==> config.mk <==
export PLATFORM = sky130hd
export DESIGN_NAME = cp0_unit
export DESIGN_NICKNAME = d
export VERILOG_FILES = /design/src/rtl/cp0_unit.sv
export SDC_FILE = /design/constraint.sdc
export NUM_CORES = 1
export LEC_CHECK = 0
export CORE_ASPECT_RATIO = 2
export CORE_UTILIZATION = 42
export DETAILED_ROUTE_END_ITERATION = 16
export PLACE_DENSITY_LB_ADDON = 0.15
export SYNTH_ARGS = -nofsm -noshare
export SYNTH_HDL_FRONTEND = slang
export SYNTH_SLANG_ARGS = --single-unit
==> constraint.sdc <==
create_clock -name clk -period 2.7 [get_ports clk]
set_clock_uncertainty 0.15 [all_clocks]
set_input_delay 0.27 -clock clk [delete_from_list [all_inputs] [get_ports clk]]
set_output_delay 0.27 -clock clk [all_outputs]
set_load 0.02 [all_outputs]
==> src/rtl/cp0_unit.sv <==
// Coprocessor-0: status/cause/EPC/PRId registers, exception and interrupt
// request generation, and the mfc0 read mux for the M-stage pipeline.
module cp0_unit #(
    parameter logic [31:0] PRID = 32'h0000_2024
) (
    input  logic        clk,
    input  logic        reset,
    input  logic [4:0]  A1,
    input  logic [4:0]  A2,
    input  logic [31:0] DIn,
    input  logic        WE,
    input  logic [31:0] pc_in,
    input  logic        bd_in,
    input  logic [4:0]  excCode_in,
    input  logic [5:0]  HWInt,
    input  logic        EXLClr,
    output logic        req,
    output logic [31:0] EPC_out,
    output logic [31:0] DOut
);

    logic [5:0]  im_q,  im_d;
    logic        exl_q, exl_d;
    logic        ie_q,  ie_d;
    logic        bd_q,  bd_d;
    logic [5:0]  ip_q,  ip_d;
    logic [4:0]  exc_q, exc_d;
    logic [31:0] epc_q, epc_d;

    logic        int_req_s;
    logic        exc_req_s;
    logic [31:0] sr_s;
    logic [31:0] cause_s;

    assign int_req_s = (|(HWInt & im_q)) & ie_q & ~exl_q;
    assign exc_req_s = (excCode_in != 5'd0) & ~exl_q;
    // Gated by reset so a pending excCode cannot flush the pipe while reset is held.
    assign req       = (int_req_s | exc_req_s) & ~reset;

    assign sr_s    = {16'd0, im_q, 8'd0, exl_q, ie_q};
    assign cause_s = {bd_q, 15'd0, ip_q, 3'd0, exc_q, 2'd0};
    assign EPC_out = epc_q;

    // Read mux for mfc0; no bypass of a same-cycle mtc0.
    always_comb begin
        DOut = 32'd0;
        case (A1)
            5'd12:   DOut = sr_s;
            5'd13:   DOut = cause_s;
            5'd14:   DOut = epc_q;
            5'd15:   DOut = PRID;
            default: DOut = 32'd0;
        endcase
    end

    // Next-state: a taken request overrides mtc0 because the writer is the flushed victim.
    always_comb begin
        im_d  = im_q;
        exl_d = exl_q;
        ie_d  = ie_q;
        bd_d  = bd_q;
        exc_d = exc_q;
        epc_d = epc_q;
        ip_d  = HWInt;
        if (req) begin
            exl_d = 1'b1;
            bd_d  = bd_in;
            exc_d = int_req_s ? 5'd0 : excCode_in;
            epc_d = bd_in ? (pc_in - 32'd4) : pc_in;
        end else begin
            if (WE) begin
                case (A2)
                    5'd12: begin
                        im_d  = DIn[15:10];
                        exl_d = DIn[1];
                        ie_d  = DIn[0];
                    end
                    5'd14:   epc_d = DIn;
                    default: epc_d = epc_q;
                endcase
            end else begin
                epc_d = epc_q;
            end
            // eret clear is applied last so it beats an SR write of EXL.
            if (EXLClr) begin
                exl_d = 1'b0;
            end else begin
                exl_d = exl_d;
            end
        end
    end

    // State registers with asynchronous clear.
    always_ff @(posedge clk or posedge reset) begin
        if (reset) begin
            im_q  <= 6'd0;
            exl_q <= 1'b0;
            ie_q  <= 1'b0;
            bd_q  <= 1'b0;
            ip_q  <= 6'd0;
            exc_q <= 5'd0;
            epc_q <= 32'd0;
        end else begin
            im_q  <= im_d;
            exl_q <= exl_d;
            ie_q  <= ie_d;
            bd_q  <= bd_d;
            ip_q  <= ip_d;
            exc_q <= exc_d;
            epc_q <= epc_d;
        end
    end

endmodule

==> results of run 1 <==
-- worst max path at each step --
stage                     slack, ps  startpoint  endpoint  depth (start not counted)
after CTS                       110       A1[0]  DOut[29]                          6
final                           120       A1[0]  DOut[18]                          6
after detailed placement        130       A1[0]  DOut[29]                          6
after global routing             30       A1[0]  DOut[29]                          6
after floorplan                 740       A1[1]  DOut[18]                          5
after global placement          160       A1[0]  DOut[24]                          6
-- layout by cell type, fill, tap and decap left out, drive strengths merged, types with 2 or more instances in the layout --
master	count
mux2	7
or2	2
clkbuf	5
nor2b	5
xnor2	20
a22o	5
dfrtp	52
nand3b	2
nand2	22
nor4	8
nand3	2
nor3	17
a21oi	8
o21ai	17
or3	3
nor4b	2
nor2	25
nand4	4
inv	7
clkdlybuf4s50	154
and2	19
buf	13
a22oi	8
xor2	7
mux2i	59
-- cells by family after synthesis --
| kind of cell | after synthesis |
|---|---|
| compound gates | 43 |
| buf+inv | 23 |
| flops | 52 |
| fa+ha+maj | 1 |
| mux | 66 |
| xor+xnor | 27 |
| simple gates | 114 |
-- per-stage QoR --
stage | hold WS [ps] | power, uW | instance area (um^2) | setup WS (ps)
global route | 291 | 2920 | 5190 | 32.3
floorplan | 151 | 1530 | 3310 | 737
detailed placement | 339 | 2060 | 5020 | 128
CTS | 247 | 2810 | 5190 | 113
finish | 240 | 2780 | 5190 | 122
global placement | 328 | 2040 | 5020 | 160
-- critical path: cells and delay by family --
| family | cells | cell delay, ps |
|---|---|---|
| buffers and inverters | 3 | 1340 |
| AND/OR/NAND/NOR | 3 | 540 |
-- power by group --
part / internal [uW] / switching [uW] / leakage, uW
Sequential: 942 / 133 / 0.000627
Clock: 441 / 291 / 0.0000804
Combinational: 518 / 453 / 0.00159
-- flip-flops by register name (all words and copies together), names as in the netlist --
| signal | count |
|---|---|
| im_q | 6 |
| exl_q | 1 |
| ie_q | 1 |
| EPC_out | 32 |
| ip_q | 6 |
| bd_q | 1 |
| exc_q | 5 |
-- area by class of cell --
| cell class | instances | area, um^2 | share of cell area, % |
|---|---|---|---|
| well taps | 94 | 118 | 2.27 |
| repair buffers | 167 | 1650 | 31.8 |
| flip-flops and latches | 52 | 1300 | 25.1 |
| multi-input cells | 251 | 1920 | 37.1 |
| clock buffers | 5 | 125 | 2.41 |
| inverters | 6 | 22.5 | 0.434 |
| clock inverters | 3 | 46.3 | 0.892 |
-- layer usage --
metal  part of all wire [%]  vias to the layer above
met5                      0                        -
met4                    1.4                        0
met3                    4.7                        9
met2                     59                      103
met1                     35                     1458
li1                       -                     1467
-- synthesized netlist by cell type, types with 7 or more instances --
library cell,number
mux2i_1,59
nor3_1,11
a21oi_1,8
clkbuf_1,9
o21ai_0,16
and2_1,19
xor2_1,7
nand2_1,22
dfrtp_1,52
mux2_2,7
a22oi_1,8
nor2_1,25
xnor2_1,20
==> metrics.log, run 1 <==
INFO  metric wire_per_inst = 17.0 um
INFO  metric synth_compound_area_share = 8.08%
INFO  metric cp_slowest_stage_delay = 610 ps
INFO  metric fin_util = roughly 68%
INFO  metric detail_route.vias_per_cell = approximately 5.3
INFO  metric synth-warning-count = 0
INFO  metric drt_first_pass_iters = 4
INFO  metric grt_max_degree = 33
INFO  metric insertion_delay = 290 ps
INFO  metric crit_path_max_fanout = 18
INFO  metric worstReg2RegEnd = im_q[3]
INFO  metric gpl.final_weighted_congestion = roughly 0.86
INFO  metric drt_iter0_drc = 112
INFO  metric grt_pass1_vias = approximately 3300
INFO  metric crit_path_start_kind = primary input
INFO  metric synth-xor-area-share = between 7 and 8%
INFO  metric routed-via-count = a little over 3000
INFO  metric syn2layout_area_growth = 56.5%
INFO  metric post-place-cells = 570
INFO  metric worst-slew-pin-transition = around 580 ps
INFO  metric cts_root_buf = clkbuf_16
INFO  metric synth-seq-area-share = 39.3%
INFO  metric post_cts_hold_buffer_count = 0
INFO  metric antenna_left = 0
INFO  metric clkSinkCount = 52
INFO  metric final.period_utilization = between 90 and 100%
INFO  metric tritoncts = built
INFO  metric rsz0062_at_grt = no
INFO  metric fp.dieW = 64.8 um
INFO  metric filler_cell_count = between 600 and 700
INFO  metric cts-root-to-sink-buffers = 2
INFO  metric synthCells = approximately 330
INFO  metric synth-main-ff-cell = dfrtp_1
INFO  metric die_h = between 100 and 150 um
INFO  metric finish.net_count = ~570
INFO  metric post_layout_nonfiller_instances = a little under 600
INFO  metric status = complete, no violations
INFO  metric cts_repair_resize_count = 0
INFO  metric synth_largest_area_cell = dfrtp_1
INFO  metric drt-total-wl = 9800 um
INFO  metric critPathArrivalTime = 2160 ps
INFO  metric cts_made_buffers = 5
INFO  metric timing.fmax = 388 MHz
INFO  metric use_met2 = between 40% and 50%
INFO  metric cp_slowest_cell = clkdlybuf4s50_1
INFO  metric antennaDiodeCount = 0
INFO  metric initial_core_utilization = 43.6%
INFO  metric boundaryPins = between 150 and 200
INFO  metric floorplan.rows = 45
INFO  metric async_reset_ff_share = 100%
INFO  metric post-synth-top-area-fraction = slightly below 40%
INFO  metric h-tree-depth = 2
INFO  metric power.ir.vdd_worst = between 0.3 and 0.4 mV
INFO  metric synth_fa_ha_area_share = less than 1%
INFO  metric path_class = in2out
INFO  metric final.min_clock_period = ~2600 ps
INFO  metric cell_types_occupying_the_most_area_after_synthesis = dfrtp_1, mux2i_1, xnor2_1, and2_1, nor2_1
INFO  metric static_power_due_to_leakage = between 0.002 and 0.0025 uW
INFO  metric pd_cells = roughly 540 mW/mm^2
INFO  metric critPathRequiredTime = roughly 2300 ps
INFO  metric yosysUniqueCellTypes = 42
INFO  metric gr-usage-met3 = between 3 and 4%
INFO  metric final_max_slew_viol_count = 0
INFO  metric syn_area = 0.00331 mm^2
INFO  metric max-slew-margin-rel = around 60%
INFO  metric globalRouteTotalUtil = between 20% and 30%
INFO  metric syn_area_per_cell = 10.2 um^2
INFO  metric portBuffers = about 150
INFO  metric yosys-mux-area-fraction = approximately 20%
INFO  metric antenna_found_initial = 0
INFO  metric globalRouteOverflowTotal = 0
INFO  metric core_region_area = roughly 0.0076 mm^2
INFO  metric post_synth_and_or_nand_nor_area_fraction = between 20% and 30%
INFO  metric setup_total_negative_slack = 0 ps
INFO  metric maxCapViolations = 0
INFO  metric post-cts-setup-buffer-count = 0
INFO  metric synth_nets = 417
INFO  metric number_of_failing_setup_endpoints_in_the_final_timing_report = 0
INFO  metric met1_usage = between 20% and 30%
INFO  metric die_area = 0.00827 mm^2
INFO  metric crit_path_end_kind = output port
INFO  metric number_of_synthesized_flops_with_an_enable_pin = 0
INFO  metric combinational_family_with_the_most_area_after_synthesis = simple AND/OR/NAND/NOR gates
INFO  metric r2r_slack = around 760 ps
INFO  metric r2r.worst_path.cells = 5
INFO  metric hold_viol = 0
INFO  metric cts.reportedPaths.clkPinSlew = 70 ps
INFO  metric grt_most_used_layer = met2
INFO  metric first_pass_grt_wire_length = between 15000 and 20000 um
INFO  metric synth_seq_cells = 52
INFO  metric hpwlAfterDp = slightly below 8000 um
INFO  metric crit_path_cell_trace = clkdlybuf4s50_1 > nor2b_1 > nor2b_1 > buf_4 > and2_1 > clkdlybuf4s50_1
INFO  metric timing.hold.worst.class = in2async
INFO  metric drc = 0
INFO  metric timing.rr.start = im_q[1]
INFO  metric layout-drive-gt1-share = 9.92%
(Power assumes the default switching activity.)
==> inputs of run 2 (changes only) <==
--- a/config.mk
+++ b/config.mk
@@ -9,6 +9,7 @@
 export CORE_UTILIZATION = 42
 export DETAILED_ROUTE_END_ITERATION = 16
 export PLACE_DENSITY_LB_ADDON = 0.15
+export REMOVE_ABC_BUFFERS = 1
 export SYNTH_ARGS = -nofsm -noshare
 export SYNTH_HDL_FRONTEND = slang
 export SYNTH_SLANG_ARGS = --single-unit
==> metrics.log, run 2 (synthesized netlist as in run 1, its figures left out) <==
INFO  metric first_pass_grt_wire_length = 15300 um (-2.3%)
INFO  metric drt_iter0_drc = 99 (-12%)
INFO  metric floorplan.rows = 45 (unchanged)
INFO  metric layout-drive-gt1-share = 9.92% (unchanged)
INFO  metric critPathRequiredTime = 2280 ps (about the same)
INFO  metric timing.fmax = 385 MHz (-0.82%)
INFO  metric tritoncts = built
INFO  metric intPower = 1810 uW (-4.8%)
INFO  metric die_h = 128 um (unchanged)
INFO  metric critPathArrivalTime = 2180 ps (+20 ps)
INFO  metric antenna_left = 0 (unchanged)
INFO  metric post_layout_nonfiller_instances = 578 (unchanged)
INFO  metric cpLargestDelayFamily = buffers and inverters
INFO  metric core_region_area = 0.00760 mm^2 (unchanged)
INFO  metric die_area = 0.00827 mm^2 (unchanged)
INFO  metric hold_viol = 0 (unchanged)
INFO  metric drc = 0 (unchanged)
INFO  metric cp.buffers_inverters = 3 (unchanged)
INFO  metric fp.dieW = 64.8 um (unchanged)
INFO  metric drt-total-wl = 9630 um (-1.7%)
INFO  metric detail_route.vias_per_cell = 5.26 (about the same)
INFO  metric h-tree-depth = 2 (unchanged)
INFO  metric status = complete, no violations
INFO  metric ff_latch_area = 0.00130 mm^2 (unchanged)
INFO  metric net-switching-power = 880 uW (+0.32%)
INFO  metric gpl.final_weighted_congestion = 0.797 (-7.6%)
INFO  metric maxCapViolations = 0 (unchanged)
INFO  metric layout_commonest_cell = clkdlybuf4s50_1
INFO  metric most-common-layout-cells = clkdlybuf4s50_1, mux2i_1, dfrtp_1
INFO  metric insertion_delay = 290 ps (about the same)
INFO  metric comb_power_share = 36.2% (+1.2 points)
INFO  metric post_cts_hold_buffer_count = 0 (unchanged)
INFO  metric switching_share = 32.7% (+1.1 points)
INFO  metric hpwlAfterDp = 7590 um (-2.2%)
INFO  metric crit_path_end_kind = output port
INFO  metric globalRouteTotalUtil = 24.4% (-0.29 points)
INFO  metric crit_path_start_kind = primary input
INFO  metric syn2layout_area_growth = 55.5%
INFO  metric cts-root-to-sink-buffers = 2 (unchanged)
INFO  metric finish.net_count = 574 (unchanged)
INFO  metric critPathMostFrequentCell = clkdlybuf4s50_1
INFO  metric final.min_clock_period = 2600 ps (+21.2 ps)
INFO  metric final_max_slew_viol_count = 0 (unchanged)
INFO  metric rsz0062_at_grt = no
INFO  metric grt_pass1_vias = 3251 (-1.8%)
INFO  metric grt_max_degree = 33 (unchanged)
INFO  metric number_of_failing_setup_endpoints_in_the_final_timing_report = 0 (unchanged)
INFO  metric globalRouteOverflowTotal = 0 (unchanged)
INFO  metric power.ir.vdd_worst = 0.298 mV (-13%)
INFO  metric cts.reportedPaths.clkPinSlew = 70 ps (about the same)
INFO  metric timing.hold.worst.class = in2async
INFO  metric worst-slew-pin-transition = 1090 ps (+506 ps)
INFO  metric pd_cells = 522 mW/mm^2 (-2.6%)
INFO  metric post-place-cells = 570 (unchanged)
INFO  metric antennaDiodeCount = 0 (unchanged)
INFO  metric cts_made_buffers = 5 (unchanged)
INFO  metric filler_cell_count = 642 (-1.7%)
INFO  metric wire_per_inst = 16.7 um (-1.7%)
INFO  metric static_power_due_to_leakage = 0.00228 uW (-0.44%)
INFO  metric portBuffers = 154 (unchanged)
INFO  metric antenna_found_initial = 0 (unchanged)
INFO  metric final.period_utilization = 96.3% (+0.79 points)
INFO  metric path_class = in2out
INFO  metric number_of_flip_flops_in_the_largest_register = 32 (unchanged)
INFO  metric clock_power_share = 24.1% (-2.2 points)
INFO  metric post-cts-setup-buffer-count = 0 (unchanged)
INFO  metric max-slew-margin-rel = 27.5% (-34 points)
INFO  metric crit_path_max_fanout = 4 (-14)
INFO  metric cp_slowest_cell = clkdlybuf4s50_1
INFO  metric boundaryPins = 155 (unchanged)
INFO  metric routed-via-count = 3038 (+0.033%)
INFO  metric cts_root_buf = clkbuf_16
INFO  metric clkSinkCount = 52 (unchanged)
INFO  metric cts_repair_resize_count = 0 (unchanged)
INFO  metric multi_input_area = 0.00192 mm^2 (unchanged)
INFO  metric sequentialPowerShare = 39.7% (+1.0 points)
INFO  metric crit_path_cell_trace = clkdlybuf4s50_1 > a22oi_1 > a31oi_1 > o21ai_4 > inv_1 > clkdlybuf4s50_1
INFO  metric report.power.total = 2690 uW (-3.2%)
INFO  metric drt_first_pass_iters = 4 (unchanged)
INFO  metric initial_core_utilization = 43.6% (unchanged)
INFO  metric cp_slowest_stage_delay = 620 ps (about the same)
[run 2: cell count changes in the layout (fill, tap and decap cells not counted)]
| cell | delta |
|---|---|
| clkinv_4 | +2 |
| buf_12 | -1 |
| buf_4 | +1 |
| bufinv_16 | -1 |
| clkinvlp_4 | -1 |
[run 2: path summary, 6_finish.rpt]
check | startpoint | to | slack (ps) | cells past startpoint
max | HWInt[0] | req | 100 | 6
min reg2reg | bd_q | bd_q | 340 | 2
max in group asynchronous | reset | EPC_out[4] | 1510 | 3
min in group clk | HWInt[5] | ip_q[5] | 300 | 1
min | reset | im_q[2] | 220 | 2
max reg2reg | im_q[0] | im_q[4] | 730 | 5
[run 2: power by group through the flow]
stage	registers, uW	logic, uW	clock network, uW
6_report	1070	973	649
5_1_grt	1090	1050	697
4_1_cts	1070	983	670
3_5_place_dp	1080	979	0
3_3_place_gp	1070	959	0
2_1_floorplan	1200	322	0
[run 2: metrics by stage]
stage | instance area [um^2] | TNS, ps | hold slack [ps] | worst slack (ps) | utilization [%]
detailed placement | 5000 | 0 | 327 | 124 | 65.8
global route | 5150 | 0 | 251 | 66.2 | 67.8
CTS | 5150 | 0 | 209 | 114 | 67.8
floorplan | 3240 | -21300 | 151 | -1120 | -
finish | 5150 | 0 | 219 | 100 | 67.8
global placement | 5000 | 0 | 318 | 166 | 65.8
[run 2: per-layer routing]
metal | wire length, um | global-route usage [%]
met1 | 3220 | 22.5
met2 | 5700 | 49.3
met4 | 223 | 9.93
met3 | 488 | 4.38
met5 | 0 | 0
[run 2: cell type report]
class / count / share of cell area [%]
clock buffers: 5 / 2.43
clock inverters: 3 / 0.510
inverters: 6 / 0.437
multi-input cells: 251 / 37.3
flip-flops and latches: 52 / 25.2
well taps: 94 / 2.28
repair buffers: 167 / 31.8
